File: src/rtl/cuadrados_16_pkg.sv
// cuadrados_16_pkg
// Shared definitions for the vector-magnitude datapath.
//   N_BITS_DEF : default operand width of the sum-of-squares stage
//   RES_W      : result width (2*N_BITS_DEF), also the radicand width of the root block
//   state_t    : control states of the sum-of-squares ASM (3-bit encoding)
package cuadrados_16_pkg;

    localparam int N_BITS_DEF = 8;
    localparam int RES_W      = 2 * N_BITS_DEF;

    typedef enum logic [2:0] {
        ST_IDLE = 3'd0,
        ST_SQ_A = 3'd1,
        ST_SQ_B = 3'd2,
        ST_FIN  = 3'd3,
        ST_DONE = 3'd4
    } state_t;

endpackage

File: src/rtl/cuadrados_16_mult.sv
// mult_serie
// Serial shift-add multiplier datapath with a step counter.
// Squaring is done by loading the same operand into MD and MR.
// Ports:
//   clk, rst  : clock, synchronous active-high reset (clears ACC/MD/MR/CNT)
//   load      : load MD (zero-extended) and MR from operand, CNT <- N_BITS
//   clr_acc   : clear the accumulator
//   step      : one shift-add step: ACC += MD if MR[0]; MD<<=1; MR>>=1; CNT--
//   operand   : value loaded on load
//   acc       : 2*N_BITS+1 bit accumulator (top bit is the overflow bit)
//   cnt       : remaining steps of the current multiplication
module mult_serie
    import cuadrados_16_pkg::*;
#(
    parameter int N_BITS = N_BITS_DEF
) (
    input  logic                    clk,
    input  logic                    rst,
    input  logic                    load,
    input  logic                    clr_acc,
    input  logic                    step,
    input  logic [N_BITS-1:0]       operand,
    output logic [2*N_BITS:0]       acc,
    output logic [$clog2(N_BITS):0] cnt
);

    localparam int CNT_W = $clog2(N_BITS) + 1;

    logic [2*N_BITS-1:0] md;
    logic [N_BITS-1:0]   mr;

    // A load may coincide with a step (switching from A to B): the step still
    // adds into ACC, while MD/MR/CNT take the freshly loaded values.
    always_ff @(posedge clk) begin
        if (rst) begin
            acc <= '0;
            md  <= '0;
            mr  <= '0;
            cnt <= '0;
        end else begin
            if (clr_acc) begin
                acc <= '0;
            end else if (step && mr[0]) begin
                acc <= acc + {1'b0, md};
            end

            if (load) begin
                md  <= {{N_BITS{1'b0}}, operand};
                mr  <= operand;
                cnt <= CNT_W'(N_BITS);
            end else if (step) begin
                md  <= md << 1;
                mr  <= mr >> 1;
                cnt <= cnt - CNT_W'(1);
            end
        end
    end

endmodule

File: src/rtl/cuadrados_16.sv
// cuadrados_16
// Sequential sum of squares RR = A^2 + B^2 using one serial multiplier,
// squaring A then B into the same accumulator.
// Optional feature: define CUADRADOS_SAT_EN to saturate out_RR to all ones
// on overflow (out_OVF reports overflow either way).
// Handshake: init is sampled only in IDLE; after acceptance out_BUSY stays
// high until IDLE is re-entered, and out_DONE pulses for one cycle when
// out_RR/out_OVF become valid. Results are held until the next accepted init.
// Ports:
//   clk, rst   : clock, synchronous active-high reset
//   init       : start request
//   in_A, in_B : unsigned operands (captured at acceptance)
//   out_RR     : registered result
//   out_OVF    : registered overflow flag
//   out_BUSY   : high in every state except IDLE
//   out_DONE   : one-cycle result-valid pulse (Moore, glitch-free)
//   dbg_state  : current control state
module cuadrados_16
    import cuadrados_16_pkg::*;
#(
    parameter int N_BITS = N_BITS_DEF
) (
    input  logic                  clk,
    input  logic                  rst,
    input  logic                  init,
    input  logic [N_BITS-1:0]     in_A,
    input  logic [N_BITS-1:0]     in_B,
    output logic [2*N_BITS-1:0]   out_RR,
    output logic                  out_OVF,
    output logic                  out_BUSY,
    output logic                  out_DONE,
    output logic [2:0]            dbg_state
);

    localparam int CNT_W = $clog2(N_BITS) + 1;

    state_t              state;
    state_t              state_nx;
    logic                load;
    logic                clr_acc;
    logic                step;
    logic                last_step;
    logic [N_BITS-1:0]   b_reg;
    logic [N_BITS-1:0]   operand;
    logic [2*N_BITS:0]   acc;
    logic [CNT_W-1:0]    cnt;

    assign dbg_state = state;
    assign last_step = (cnt == CNT_W'(1));
    // A is loaded straight from the port at acceptance; B from its latch.
    assign operand   = (state == ST_IDLE) ? in_A : b_reg;

    mult_serie #(.N_BITS(N_BITS)) u_mult (
        .clk     (clk),
        .rst     (rst),
        .load    (load),
        .clr_acc (clr_acc),
        .step    (step),
        .operand (operand),
        .acc     (acc),
        .cnt     (cnt)
    );

    // State register
    always_ff @(posedge clk) begin
        if (rst) begin
            state <= ST_IDLE;
        end else begin
            state <= state_nx;
        end
    end

    // Next-state logic
    always_comb begin
        state_nx = state;
        case (state)
            ST_IDLE: if (init)      state_nx = ST_SQ_A;
            ST_SQ_A: if (last_step) state_nx = ST_SQ_B;
            ST_SQ_B: if (last_step) state_nx = ST_FIN;
            ST_FIN:                 state_nx = ST_DONE;
            ST_DONE:                state_nx = ST_IDLE;
            default:                state_nx = ST_IDLE;
        endcase
    end

    // Output / datapath control decode
    always_comb begin
        load     = 1'b0;
        clr_acc  = 1'b0;
        step     = 1'b0;
        out_BUSY = (state != ST_IDLE);
        out_DONE = (state == ST_DONE);
        case (state)
            ST_IDLE: begin
                load    = init;
                clr_acc = init;
            end
            ST_SQ_A: begin
                step = 1'b1;
                load = last_step;   // switch MD/MR to B, keep ACC
            end
            ST_SQ_B: begin
                step = 1'b1;
            end
            default: ;
        endcase
    end

    // B is captured at acceptance so in_B may change while busy.
    always_ff @(posedge clk) begin
        if (rst) begin
            b_reg <= '0;
        end else if (state == ST_IDLE && init) begin
            b_reg <= in_B;
        end
    end

    always_ff @(posedge clk) begin
        if (rst) begin
            out_RR  <= '0;
            out_OVF <= 1'b0;
        end else if (state == ST_FIN) begin
            out_OVF <= acc[2*N_BITS];
`ifdef CUADRADOS_SAT_EN
            out_RR  <= acc[2*N_BITS] ? '1 : acc[2*N_BITS-1:0];
`else
            out_RR  <= acc[2*N_BITS-1:0];
`endif
        end
    end

endmodule

File: config.mk
export PLATFORM = sky130hd
export DESIGN_NAME = cuadrados_16
export DESIGN_NICKNAME = d
export VERILOG_FILES = /design/src/rtl/cuadrados_16_pkg.sv /design/src/rtl/cuadrados_16_mult.sv /design/src/rtl/cuadrados_16.sv
export SDC_FILE = /design/constraint.sdc
export NUM_CORES = 1
export LEC_CHECK = 0
export ABC_AREA = 1
export CELL_PAD_IN_SITES_DETAIL_PLACEMENT = 2
export CELL_PAD_IN_SITES_GLOBAL_PLACEMENT = 2
export CORE_UTILIZATION = 24
export DETAILED_ROUTE_END_ITERATION = 8
export DONT_BUFFER_PORTS = 1
export GPL_ROUTABILITY_DRIVEN = 0
export PLACE_DENSITY_LB_ADDON = 0.08
export SLEW_MARGIN = 0
export SYNTH_ARGS = -nofsm -noshare
export SYNTH_HDL_FRONTEND = slang
export SYNTH_SLANG_ARGS = --single-unit
File: constraint.sdc
create_clock -name clk -period 2.75 [get_ports clk]
set_input_delay 0.55 -clock clk [delete_from_list [all_inputs] [get_ports clk]]
set_output_delay 0.55 -clock clk [all_outputs]
set_load 0.1 [all_outputs]
; ---- After elaboration in Yosys (flattened, before gate mapping)
; Index checks and enable logic that the tools add are counted.
; W data, S select, Z words.
[word_totals]
regBits = 73
latch_bits = 0
ram_bits = 0
rom_bits = 0
input_bits = 19
wordCells = 43
n_memories = 0
[op_classes]
add_sub_neg = 2
mul = 0
n_div = 0
n_lt_le_gt_ge = 0
n_eq_ne = 8
shifts = 0
muxes = 14
bitwise = 0
reduce_logical = 9
[op_table]
columns = cell, n
row1 = $mux W8, 5
row2 = $add A17 B16 Y17, 1
row3 = $pmux W3 S4, 1
row4 = $mux W3, 3
row5 = $mux W4, 2
row6 = $eq A3 B2 Y1 const B, 2
row7 = $ne A2 B2 Y1 const B, 3
row8 = $reduce_or A2 Y1, 3
row9 = $eq A4 B1 Y1 const B, 1
row10 = $sub A4 B1 Y4 const B, 1
row11 = $eq A3 B1 Y1 const B, 1
row12 = $eq A3 B3 Y1 const B, 1
row13 = $logic_not A3 Y1, 1
row14 = $reduce_and A3 Y1, 1
row15 = $reduce_bool A3 Y1, 1
row16 = $logic_and A1 B1 Y1, 2
row17 = $mux W1, 2
row18 = $pmux W1 S2, 1
row19 = $reduce_bool A2 Y1, 1

; ---- Longest topological paths before layout
[logic_depth]
ltp_word = 5
depth_mapped = 12

; ---- Cells and area by module
; Synthesis repeated with hierarchy kept, for this count alone.
[hier_totals]
hier_cells = 595
hier_area_um2 = 3998.8
[modules_own_cells]
columns = mod, n_inst, cells_per_inst, area_each_um2, seq_area_each_um2
row1 = mult_serie, 1, 436, 2866.5, 900.9
row2 = cuadrados_16, 1, 159, 1132.3, 560.5

; ---- Worst setup path before layout
; No wires, ideal clock.
[synth_path]
path_type = flip-flop to output port
startpoint = register state[2], in the netlist dbg_state[2]
endpoint = output port out_DONE
arrival_ns = 3.266
required_time_ns = 2.200
path_slack_ns = -1.066
stages_incl_launch_ff = 3
n_path_buf = 0
cell_sequence = dfxtp_1 inv_1 nor3_1
[synth_via]
elab_chain_cells = 1
[synth_lines]
columns = item, line_no
row1 = from (decl), cuadrados_16.sv:37  ; state_t state;
row2 = from (signal assigned), cuadrados_16.sv:69  ; state <= state_nx;
row3 = $eq A3 B3 Y1, cuadrados_16.sv:92  ; out_DONE = (state == ST_DONE);
row4 = to (decl), cuadrados_16.sv:31  ; output logic out_DONE,
; Every way passes these cells.

; ---- Worst setup path after layout
[layout_path]
startpoint = register state[1], in the netlist dbg_state[1]
endpoint = register u_mult.acc[6]
[layout_via]
elab_chain_cells = 4
word_cells_on_any_way = 8
cone_classes = eq/ne: 2 / mux: 2 / reduce/logical: 4
[layout_lines]
columns = item, line_no
row1 = $eq A3 B2 Y1 or $eq A3 B1 Y1 (tied branches), cuadrados_16.sv:93  ; case (state)
row2 = $reduce_or A2 Y1 (no source line), -
row3 = $mux W1, cuadrados_16.sv:93
row4 = $logic_and A1 B1 Y1, cuadrados_16_mult.sv:43  ; end else if (step && mr[0]) begin
row5 = to (signal assigned), cuadrados_16_mult.sv:44  ; acc <= acc + {1'b0, md};
row6 = to (decl), cuadrados_16_mult.sv:23  ; output logic [2*N_BITS:0] acc,
; Parallel ways exist; a longest one is shown, timed or not.
; A chain may end at the register's enable or synchronous reset.

==> results.cfg <==
[worst_setup_path]
cp_top_family = buffers and inverters
startpoint_type = flip-flop
cp_slowest_cell = inv_2
cpMostUsedCell = nand2_1
cpPeakStageDelay_ns = 0.45
crit_required_ns = 2.99
ff2ff_setup_slack_ns = 0.70
crit_buf_inv = 3
path_class = reg2reg
path_max_fanout = 31
cp.arrival_ns = 2.29
end_kind = flip-flop
crit_chain = buf_4 -> nand2_1 -> nand2_2 -> nand2_1 -> inv_2 -> nand3_1 -> o211ai_1 -> inv_1

[sta]
fin_crit_ns = 2.05
fin_crit_sh_pct = 74.5
setup_viol = 0
holdWs_ns = 0.266
fin_skew_ns = 0.00623
grt_setup_unrepaired = no
slew_headroom_pct = 33.6
slew_viol_final = 0
worst_slew_pin_slew_ns = 0.994
hold_viol = 0
finalSetupTns_ns = 0
max_freq_mhz = 488

[final_layout]
final_area_sq_mm = 0.00462
multi_input_area_sq_mm = 0.00206
n_antenna_cell = 0
regArea_sq_mm = 0.00146
regMostFlops = u_mult.acc
top_regs = u_mult.acc x17, out_RR x16, u_mult.md x16
fill_cells = 2005
synthToLayoutAreaGrowth_pct = 14.2
layout-drive-gt1-share_pct = 7.84
largest_reg_flops = 17
fin_cells = 845
design.final.nets = 658

[floorplan]
coreArea_sq_mm = 0.0165
fp.dieH_um = 132
io_pins = 41
die_area_sq_mm = 0.0174
die_w_um = 132
rows = 47
start_util_pct = 24.5

[place]
place_hpwl_um = 9800
placed_area_sq_mm = 0.00429
dp_cells = 829
port_buffers = 0

[clock_tree]
cts_tree = yes
clock_latency_ns = 0.34
clk_pin_slew_ns = 0.07
h-tree-depth = 3
post-cts-setup-buffers = 0
post_cts_resized = 0
clockBufferDepth = 2
root_buffer = clkbuf_16
cts.sinks = 73
cts_buffers = 9
ctsHoldBuffers = 0

[power]
peakVddDrop_uv = 310
p_leak_nw = 2.30
powerDensity_mw_per_mm2 = 1160

[drt]
vias_per_cell = 4.51
vias = 3807
ant_nets = 0
drtIter0Drc = 84
dr.pass1.iters = 4
routed_wl_um = 12900
wire_per_inst_um = 15.3
drc = 0

[synthesis]
syn_inst = 618
yosysWarnings = 0
synth.cell_area_sq_mm = 0.00404
ys_seq_area_share_pct = 36.1
syn_nets = 656
synth_seq_cells = 73
ys_types = 32
avgSynthCellArea_sq_um = 6.54

[global_routing]
grt_max_degree = 32
grt_pass1_wl_um = 21500
grt_usage_pct = 15.8
grt_overflow_total = 0
grt_pass1_vias = 4191
antenna_found_initial = 0

[status]
status = finished, final reports clean

[job]
cap_violations = 0

[min_path]
hold_path_class = in2reg
## through the flow
step | setup slack, ns | total power, mW | util (%)
6_report | 0.702 | 5.34 | 27.9
2_1_floorplan | 0.158 | 3.56 | -
3_3_place_gp | 0.750 | 3.99 | 26.0
5_1_grt | 0.440 | 5.78 | 27.9
3_5_place_dp | 0.666 | 4.07 | 26.0
4_1_cts | 0.636 | 5.46 | 27.9
## final timing paths
| kind | startpoint | to | cells past startpoint |
|---|---|---|---|
| worst max-delay path | dbg_state[1]$_SDFFE_PP0P_ | u_mult.acc[6]$_SDFFE_PP0P_ | 8 |
| worst min-delay path | rst | b_reg[7]$_SDFFE_PP0P_ | 1 |
| worst max register to register | dbg_state[1]$_SDFFE_PP0P_ | u_mult.acc[6]$_SDFFE_PP0P_ | 8 |
| worst min register to register | b_reg[1]$_SDFFE_PP0P_ | b_reg[1]$_SDFFE_PP0P_ | 2 |
## cell usage after synthesis
cell type,instances,area (sq um)
nand2_8,1,20.0
inv_1,103,387
dfxtp_1,73,1460
a21oi_1,24,120
o21ai_4,1,16.3
buf_6,3,33.8
buf_4,3,22.5
inv_2,5,18.8
o21ai_0,42,210
nand3b_1,2,15.0
clkinv_1,1,3.75
or2_2,2,12.5
inv_6,1,8.76
xor2_1,2,17.5
or2_1,1,6.26
o21bai_1,4,30.0
nor2_4,1,11.3
clkbuf_1,5,18.8
o21ai_1,10,50.1
nand3_2,1,10.0
nor3_1,5,25.0
nand2_2,9,56.3
fa_1,1,20.0
ha_1,18,225
xnor2_1,2,17.5
or2_0,5,31.3
o211ai_1,4,30.0
nand2_1,164,616
buf_2,8,40.0
nor2_1,67,251
nand3_1,49,245
nand2_4,1,11.3
## logic make-up after synthesis
| logic type | synth area share [%] |
|---|---|
| adder cells (fa/ha/maj) | 6.07 |
| AND/OR/NAND/NOR | 32.4 |
| flip-flops | 36.1 |
| AO/OA/AOI/OAI | 11.3 |
| XOR/XNOR | 0.867 |
| buffers and inverters | 13.2 |
## layer usage
layer,vias up,wire length (um),GRT usage (%)
met1,1841,6100,19.3
met4,0,241,6.07
met3,16,260,2.65
li1,1911,-,-
met5,-,0,0
met2,39,6280,27.7
## cells in the final DEF (no fill, tap or decap), drive strengths merged, types with 5 or more instances in the layout
cell type / instances
dfxtp: 73
inv: 111
a21oi: 24
or2: 8
o21ai: 53
nor3: 5
nor2: 68
nand3: 50
ha: 18
nand2: 175
buf: 10
clkbuf: 9
## report_power, final
group / switching [mW] / internal [mW] / total (mW)
Sequential: 0.466 / 1.32 / 1.79
Combinational: 1.56 / 0.640 / 2.20
Clock: 0.538 / 0.807 / 1.35
Total: 2.57 / 2.77 / 5.34
## cell type report
type                       count  share of cell area, %
tap                          220                   5.96
timing repair buffer          10                   1.63
sequential                    73                   31.7
clock inverter                 7                   2.22
multi-input combinational    416                   44.6
inverter                     110                   9.05
clock buffer                   9                   4.88
Note: power is estimated with default switching activity, not from simulation.
